`src/rtl/cajero_pkg.sv`:
```
// Shared definitions for the keypad front-end of the Cajero:
// state encodings, key codes and default sizing.
package cajero_pkg;

  localparam int PIN_LEN_DEF       = 4;
  localparam int MAX_DIG_MONTO_DEF = 9;

  localparam logic [3:0] TECLA_ENTER    = 4'hA;
  localparam logic [3:0] TECLA_BORRAR   = 4'hB;
  localparam logic [3:0] TECLA_DEPOSITO = 4'hC;
  localparam logic [3:0] TECLA_RETIRO   = 4'hD;

  // Encodings are visible on estado_tx, so values are fixed, not sequential.
  typedef enum logic [2:0] {
    ESPERA_TARJETA   = 3'd0,
    ENVIO_PIN        = 3'd1,
    SELECCION        = 3'd3,
    CAPTURA_MONTO    = 3'd4,
    ENVIO_MONTO      = 3'd5,
    ESPERA_RESULTADO = 3'd6
  } estado_t;

  function automatic logic es_digito(input logic [3:0] tecla);
    return tecla <= 4'd9;
  endfunction

endpackage

```
`src/rtl/acumulador_decimal.sv`:
```
// Decimal amount accumulator: acc = acc*10 + d per accepted digit,
// with a digit counter that saturates at MAX_DIG.
module acumulador_decimal #(
  parameter int MAX_DIG = 9
) (
  input  logic        clk,
  input  logic        srst,
  input  logic        clr_i,
  input  logic        cargar_i,
  input  logic [3:0]  digito_i,
  output logic [31:0] acc_o,
  output logic        lleno_o,
  output logic        vacio_o
);

  localparam int NW = $clog2(MAX_DIG + 1);

  logic [31:0]   acc_q, acc_d;
  logic [NW-1:0] ndig_q, ndig_d;

  assign lleno_o = (ndig_q == NW'(MAX_DIG));
  assign vacio_o = (ndig_q == '0);
  assign acc_o   = acc_q;

  always_comb begin
    acc_d  = acc_q;
    ndig_d = ndig_q;
    if (clr_i) begin
      acc_d  = '0;
      ndig_d = '0;
    end else if (cargar_i && !lleno_o) begin
      // x10 as two shifts and an add keeps this out of a multiplier.
      acc_d  = (acc_q << 3) + (acc_q << 1) + {28'd0, digito_i};
      ndig_d = ndig_q + 1'b1;
    end
  end

  always_ff @(posedge clk) begin
    if (srst) begin
      acc_q  <= '0;
      ndig_q <= '0;
    end else begin
      acc_q  <= acc_d;
      ndig_q <= ndig_d;
    end
  end

endmodule

```
`src/rtl/interfaz_teclado_cajero.sv`:
```
// Keypad front-end for the Cajero: forwards PIN digits, captures the
// transaction type and a decimal amount, and follows Cajero status.
module interfaz_teclado_cajero
  import cajero_pkg::*;
#(
  parameter int PIN_LEN       = PIN_LEN_DEF,
  parameter int MAX_DIG_MONTO = MAX_DIG_MONTO_DEF
) (
  input  logic        CLK,
  input  logic        RESET,
  input  logic        TARJETA_RECIBIDA,
  input  logic        TECLA_STB,
  input  logic [3:0]  TECLA,
  input  logic        PIN_INCORRECTO,
  input  logic        BLOQUEO,
  input  logic        BALANCE_STB,
  input  logic        FONDOS_INSUFICIENTES,
  output logic [3:0]  DIGITO,
  output logic        DIGITO_STB,
  output logic        TIPO_TRANS,
  output logic [31:0] MONTO,
  output logic        MONTO_STB,
  output logic        ERROR_TECLA,
  output logic [2:0]  estado_tx
);

  localparam int CW = (PIN_LEN > 1) ? $clog2(PIN_LEN) : 1;
  localparam logic [CW-1:0] ULTIMO_PIN = CW'(PIN_LEN - 1);

  estado_t       estado_q, estado_d;
  logic [CW-1:0] cont_q, cont_d;
  logic [3:0]    digito_q, digito_d;
  logic          dstb_q, dstb_d;
  logic          tipo_q, tipo_d;
  logic [31:0]   monto_q, monto_d;
  logic          mstb_q, mstb_d;
  logic          err_q, err_d;

  logic          acc_clr, acc_cargar, acc_lleno, acc_vacio;
  logic [31:0]   acc;

  acumulador_decimal #(.MAX_DIG(MAX_DIG_MONTO)) u_acc (
    .clk      (CLK),
    .srst     (RESET),
    .clr_i    (acc_clr),
    .cargar_i (acc_cargar),
    .digito_i (TECLA),
    .acc_o    (acc),
    .lleno_o  (acc_lleno),
    .vacio_o  (acc_vacio)
  );

  always_comb begin
    estado_d   = estado_q;
    cont_d     = cont_q;
    digito_d   = digito_q;
    dstb_d     = 1'b0;
    tipo_d     = tipo_q;
    monto_d    = monto_q;
    mstb_d     = 1'b0;
    err_d      = 1'b0;
    acc_clr    = 1'b0;
    acc_cargar = 1'b0;

    case (estado_q)
      ESPERA_TARJETA: begin
        if (TARJETA_RECIBIDA) begin
          estado_d = ENVIO_PIN;
          cont_d   = '0;
        end
      end
      default: begin
        // Aborts pre-empt any key pressed in the same cycle.
        if (BLOQUEO || !TARJETA_RECIBIDA) begin
          estado_d = ESPERA_TARJETA;
          cont_d   = '0;
          acc_clr  = 1'b1;
        end else if (PIN_INCORRECTO) begin
          estado_d = ENVIO_PIN;
          cont_d   = '0;
          acc_clr  = 1'b1;
        end else begin
          case (estado_q)
            ENVIO_PIN: begin
              if (TECLA_STB) begin
                if (es_digito(TECLA)) begin
                  digito_d = TECLA;
                  dstb_d   = 1'b1;
                  if (cont_q == ULTIMO_PIN) begin
                    estado_d = SELECCION;
                    cont_d   = '0;
                  end else begin
                    cont_d = cont_q + 1'b1;
                  end
                end else begin
                  err_d = 1'b1;
                end
              end
            end
            SELECCION: begin
              if (TECLA_STB) begin
                if (TECLA == TECLA_DEPOSITO || TECLA == TECLA_RETIRO) begin
                  tipo_d   = (TECLA == TECLA_RETIRO);
                  estado_d = CAPTURA_MONTO;
                  acc_clr  = 1'b1;
                end else begin
                  err_d = 1'b1;
                end
              end
            end
            CAPTURA_MONTO: begin
              if (TECLA_STB) begin
                if (es_digito(TECLA)) begin
                  if (acc_lleno) err_d = 1'b1;
                  else           acc_cargar = 1'b1;
                end else if (TECLA == TECLA_BORRAR) begin
                  acc_clr = 1'b1;
                end else if (TECLA == TECLA_ENTER) begin
                  if (acc_vacio) err_d = 1'b1;
                  else           estado_d = ENVIO_MONTO;
                end else begin
                  err_d = 1'b1;
                end
              end
            end
            ENVIO_MONTO: begin
              monto_d  = acc;
              mstb_d   = 1'b1;
              estado_d = ESPERA_RESULTADO;
            end
            ESPERA_RESULTADO: begin
              if (BALANCE_STB || FONDOS_INSUFICIENTES) estado_d = SELECCION;
            end
            default: estado_d = ESPERA_TARJETA;
          endcase
        end
      end
    endcase
  end

  always_ff @(posedge CLK) begin
    if (RESET) begin
      estado_q <= ESPERA_TARJETA;
      cont_q   <= '0;
      digito_q <= '0;
      dstb_q   <= 1'b0;
      tipo_q   <= 1'b0;
      monto_q  <= '0;
      mstb_q   <= 1'b0;
      err_q    <= 1'b0;
    end else begin
      estado_q <= estado_d;
      cont_q   <= cont_d;
      digito_q <= digito_d;
      dstb_q   <= dstb_d;
      tipo_q   <= tipo_d;
      monto_q  <= monto_d;
      mstb_q   <= mstb_d;
      err_q    <= err_d;
    end
  end

  assign DIGITO      = digito_q;
  assign DIGITO_STB  = dstb_q;
  assign TIPO_TRANS  = tipo_q;
  assign MONTO       = monto_q;
  assign MONTO_STB   = mstb_q;
  assign ERROR_TECLA = err_q;
  assign estado_tx   = estado_q;

endmodule

```
`config.mk`:
```
export PLATFORM = sky130hd
export DESIGN_NAME = interfaz_teclado_cajero
export DESIGN_NICKNAME = d
export VERILOG_FILES = /design/src/rtl/cajero_pkg.sv /design/src/rtl/acumulador_decimal.sv /design/src/rtl/interfaz_teclado_cajero.sv
export SDC_FILE = /design/constraint.sdc
export NUM_CORES = 1
export LEC_CHECK = 0
export ABC_AREA = 0
export BUFFER_PORTS_ARGS = -buffer_cell sky130_fd_sc_hd__buf_2
export CAP_MARGIN = 20
export CORE_ASPECT_RATIO = 1.2
export CORE_MARGIN = 3
export CORE_UTILIZATION = 30
export CTS_CLUSTER_SIZE = 24
export DETAILED_ROUTE_END_ITERATION = 12
export PLACE_DENSITY_LB_ADDON = 0.12
export RECOVER_POWER = 50
export SLEW_MARGIN = 20
export SYNTH_ARGS = -nofsm -noshare
export SYNTH_HDL_FRONTEND = slang
export SYNTH_SLANG_ARGS = --single-unit
```
`constraint.sdc`:
```
create_clock -name CLK -period 7.1 [get_ports CLK]
set_input_delay 0.355 -clock CLK [delete_from_list [all_inputs] [get_ports CLK]]
set_output_delay 0.355 -clock CLK [all_outputs]
set_load 0.02 [all_outputs]
```
# Word level (Yosys, flattened, before mapping)
# Index checks and enable logic that the tools add are counted.
[op_classes]
bitwise_logic = 5
n_eq_ne = 23
n_reduce_logical = 19
muxes = 53
order_cmp = 1
addsub = 4
[ops]
columns = ["operator", "count"]
rows = [
  ["$ne 5x5->1 const B", 10],
  ["$mux 3", 15],
  ["$add 32x32->32", 1],
  ["$add 32x4->32", 1],
  ["$mux 1", 27],
  ["$eq 4x4->1 const B", 5],
  ["$mux 2", 8],
  ["$pmux 3 s5", 1],
  ["$reduce_and 12->1", 1],
  ["$reduce_and 6->1", 2],
  ["$reduce_bool 4->1", 3],
  ["$eq 3x3->1 const B", 3],
  ["$reduce_and 4->1", 2],
  ["$reduce_or 6->1", 1],
  ["$ne 5x4->1 const B", 1],
  ["$not 1->1", 5],
  ["$add 4x1->4 const B", 1],
  ["$le 4x4->1 const B", 1],
  ["$logic_not 4->1", 1],
  ["$reduce_or 4->1", 1],
  ["$eq 3x1->1 const B", 1],
  ["$eq 3x2->1 const B", 1],
  ["$logic_not 3->1", 1],
  ["$logic_or 1x1->1", 3],
  ["other kinds (8)", 9],
]
[word_totals]
reg_bits = 81
out_inout_bits = 43

# Logic depth before layout (Yosys ltp)
[depth]
word_depth = 10
ltp_mapped = 11

# Cells and area by module
# A second synthesis with hierarchy kept.
[hier_totals]
cells_unflattened = 662
area_unflattened_um2 = 5335.1
[modules_own_cells]
columns = ["mod", "seq_area_each_um2", "area_each_um2", "cells_per_inst", "instances"]
rows = [
  ["acumulador_decimal", 720.7, 3367.0, 422, 1],
  ["interfaz_teclado_cajero", 900.9, 1968.1, 240, 1],
]

# Worst setup path before layout
# Ideal clock, no wire load.
[synth_timing]
kind = "input to register"
from = "input TECLA[3]"
to = "register u_acc.acc_q[31] (netlist: u_acc.acc_o[31])"
arrival_time_ns = 2.776
path_buffers = 0
cell_stages = 10
setup_slack_ns = 4.207
required_time_ns = 6.983
cell_sequence = "inv_1 fa_1 inv_1 ha_1 a211oi_1 o21a_1 or3_4 a2111oi_2 or4_1 a32o_1"
[synth_between]
elab_chain_len = 9
[synth_rtl]
columns = ["item", "line", "source"]
rows = [
  ["from (decl)", "interfaz_teclado_cajero.sv:13", "input logic [3:0] TECLA,"],
  ["parallel branches: the longest is 9 deep, another holds $le 4x4->1", "--", ""],
  ["to (signal assigned)", "acumulador_decimal.sv:40", "acc_q <= '0;"],
  ["to (signal assigned)", "acumulador_decimal.sv:43", "acc_q <= acc_d;"],
  ["to (decl)", "acumulador_decimal.sv:18", "logic [31:0] acc_q, acc_d;"],
]
# Several ways; the timed one is not identified.
# A chain may end at the register's enable or synchronous reset.

# Worst setup path after layout
[layout_timing]
from = "register u_acc.acc_q[0] (netlist: u_acc.acc_o[0])"
to = "register u_acc.acc_q[22] (netlist: u_acc.acc_o[22])"
[layout_between]
elab_chain_len = 2
[layout_rtl]
columns = ["item", "line", "source"]
rows = [
  ["$add 32x32->32", "acumulador_decimal.sv:33", "acc_d = (acc_q << 3) + (acc_q << 1) + {28'd0, digito_i};"],
  ["$add 32x4->32", "acumulador_decimal.sv:33", ""],
]
# Every way passes these cells.

==> impl_metrics.toml <==
[timing]
timing.slew.headroom = -0.104
finalWorstPathRequiredPeriod_ns = 3.18
timing.final.max_slew_violations = 34
unrepaired_setup_endpoints_after_global_routing = "no"
hold_viol = 0
timing.clock.skew_ns = 0.00876
timing.fmax_mhz = 314
timing.final.crit_share = 0.448
setup_viol = 0
tightestPinTransition_ns = 1.66
setup-tns-final_ns = 0

[clock_network]
cts-buffers-inserted = 9
clock_path_buffers = 2
h-tree-depth = 3
clock-sinks = 81
cts_hold_buf = 0
cts.reportedPaths.clkPinSlew_ns = 0.06
postCtsSetupRepairBufs = 0
count_of_cells_resized_by_post_cts_repair = 0
clock-root-buffer = "clkbuf_16"
worst_skew_pair.late_latency_ns = 0.35
cts_tree = "yes"

[detailed_routing]
postRouteAntennaNets = 0
drtPass1Iterations = 4
first_iter_violations = 384
detail_route.vias_per_cell = 5.22
avgRoutedWirePerCell_um = 15.7
drc = 0
drt_wl_total_um = 14400
route.vias.total = 4767

[synthesis]
ys_top_cells_by_count = "nand2_1 (129), a21oi_1 (83), dfxtp_1 (81)"
simple_gate_portion_of_the_synthesized_area = 0.213
synth_mux_area_frac = 0.0118
synth-seq-area-share = 0.312
postSynthRegisterBits = 81
synthesized_area_fraction_occupied_by_ao_oa_aoi_and_oai_cells = 0.235
yosys_warnings = 0
synth_fp_nets = 731
synthXorXnorAreaFrac = 0.0303
netlist.area_leader.share = 0.312
synth_edf_count = 0
post-synth-top-count-cell = "nand2_1"
post-synth-top-area-cell = "dfxtp_1"
yosys-top-cells-area = "dfxtp_1 (31%), ha_1 (15%), nand2_1 (9.3%)"
synthDistinctLibCells = 65
synth_top_family_by_area = "compound AO/OA/AOI/OAI gates"
postSynth.asyncResetShare = 0
post_synthesis_instance_area_um2 = 5200
post_synth_inst_count = 655
synth.avg_cell_area_um2 = 7.93
synth_fa_ha_area_frac = 0.157
synth_ff_type = "dfxtp_1"

[critical_path]
r2r_cells = 10
crit_path_end_kind = "register"
timing.critical_path.fanout_max = 5
r2r-start = "u_acc.acc_o[0]"
kind_of_launch_point_of_the_worst_setup_path = "register"
data_arrival_time_of_the_worst_path_ns = 3.42
critical_path_class = "register to register"
regToRegEndpoint = "u_acc.acc_o[22]"
timing.reg2reg.setup_slack_ns = 3.92
cp_data_required_time_ns = 7.34

[floorplanning]
die_area_um2 = 18900
initial_cell_density_of_the_core = 0.307
core_region_area_um2 = 16900
die_x_um = 126
io-pin-count = 55
floorplan.rows = 52
die-height_um = 150

[run_status]
run_status = "finished with violations"
violations = "capacitance limit, slew limit"

[grt]
grt_pass1_vias = 4713
antenna_found_initial = 0
grt_first_pass_wirelength_um = 24000
combined_global_route_utilization_of_all_metal_layers = 0.155
pin_count_of_the_biggest_net_entering_global_routing = 48
final_global_route_overflow_total = 0

[cells_and_area]
nets = 770
area_growth_syn_to_layout_pct = 13.2
postLayoutCoreUtil = 0.348
drive_above_1_share = 0.0616
num_antenna_cells = 0

[min_path]
worstHoldPathCells = 3
hold-path-endpoint = "u_acc.acc_o[0]"
hold_path.startpoint = "TECLA[0]"
hold_class = "input pin to register"

[pwr]
powerDensity_nw_per_um2 = 170
leakage_uw = 0.00246
ir_drop_mv = 0.114

[placement]
port-buffer-count = 54
place.detailed.hpwl_um = 10500
finalWeightedCongestion = 0.844

[job]
max-cap-violations = 1
[cells in the final DEF, fill, tap and decap left out, drive strengths merged, types with 5 or more instances in the layout]
master,synthesis,layout
mux2i,5,5
a211oi,9,9
a21o,20,20
xor2,9,9
inv,17,18
clkbuf,22,54
a21oi,84,84
nand4,8,8
buf,10,16
and3,6,6
nand3,20,20
nand2b,7,7
nor2,42,42
nand2,129,129
xnor2,9,9
o21ai,34,34
dfxtp,81,81
ha,62,62
or3,6,6
nor3,9,9
[kinds of logic (layout without fill, tap and decap cells)]
group,count (synthesis),count (layout)
flops,81,81
buf+inv,49,92
xor+xnor,18,18
fa+ha+maj,64,64
simple gates,246,246
compound gates,191,191
mux,6,6
[state kept, by name, summed over array words and instances (netlist names)]
name,flops
MONTO,32
u_acc.acc_o,32
DIGITO,4
u_acc.ndig_q,4
estado_tx,3
cont_q,2
DIGITO_STB,1
ERROR_TECLA,1
MONTO_STB,1
TIPO_TRANS,1
[area by class of cell]
cell class | instances | area [µm²]
clock buffer | 10 | 229
sequential | 81 | 1620
multi-input combinational | 525 | 3360
inverter | 17 | 63.8
tap | 216 | 270
clock inverter | 5 | 78.8
timing repair buffer | 60 | 258
fill | 1839 | 11000
[worst max-delay path: stages, from the launching register on]
cell	delay [ns]
dfxtp_1	0.38
inv_1	0.08
fa_1	0.51
fa_1	0.45
nand2b_1	0.20
a21oi_1	0.29
o211ai_1	0.21
a21oi_1	0.34
o21ai_0	0.18
a21o_1	0.20
a32o_1	0.24
[where the power goes]
part	switching [µW]	total, µW	leakage (µW)	internal [µW]
combinational	30.4	43.0	0.00166	12.6
sequential	2.94	458	0.000652	455
clock	195	501	0.000153	306
total	228	1000	0.00246	774
[per-stage QoR]
step | total power, µW | worst slack [ns] | cells | area, µm² | hold slack [ns]
6_report | 1000 | 3.92 | 914 | 5880 | 0.309
5_1_grt | 1040 | 3.59 | 914 | 5880 | 0.311
4_1_cts | 1020 | 3.87 | 914 | 5940 | 0.291
3_5_place_dp | 512 | 3.74 | 899 | 5630 | 0.443
3_3_place_gp | 511 | 3.85 | 899 | 5630 | 0.440
2_1_floorplan | 496 | 4.21 | 655 | 5200 | 0.431
[per-layer routing]
metal  global-route usage  vias up  part of all wire
met1                0.192     2273              0.44
met4               0.0520        0             0.019
met2                0.273       64              0.50
met5                    0        -                 0
li1                     -     2412                 -
met3               0.0270       18             0.036
[worst max-delay path by stage]
stage                              start              end  slack [ns]  depth (start not counted)
after floorplan                 TECLA[3]  u_acc.acc_o[31]        4.21                         10
after global routing      u_acc.acc_o[0]  u_acc.acc_o[22]        3.59                         10
after global placement          TECLA[3]  u_acc.acc_o[22]        3.85                         11
after detailed placement        TECLA[3]  u_acc.acc_o[22]        3.74                         11
final                     u_acc.acc_o[0]  u_acc.acc_o[22]        3.92                         10
after CTS                 u_acc.acc_o[0]  u_acc.acc_o[22]        3.87                         10
No activity file was read; power rests on OpenSTA's default activity.
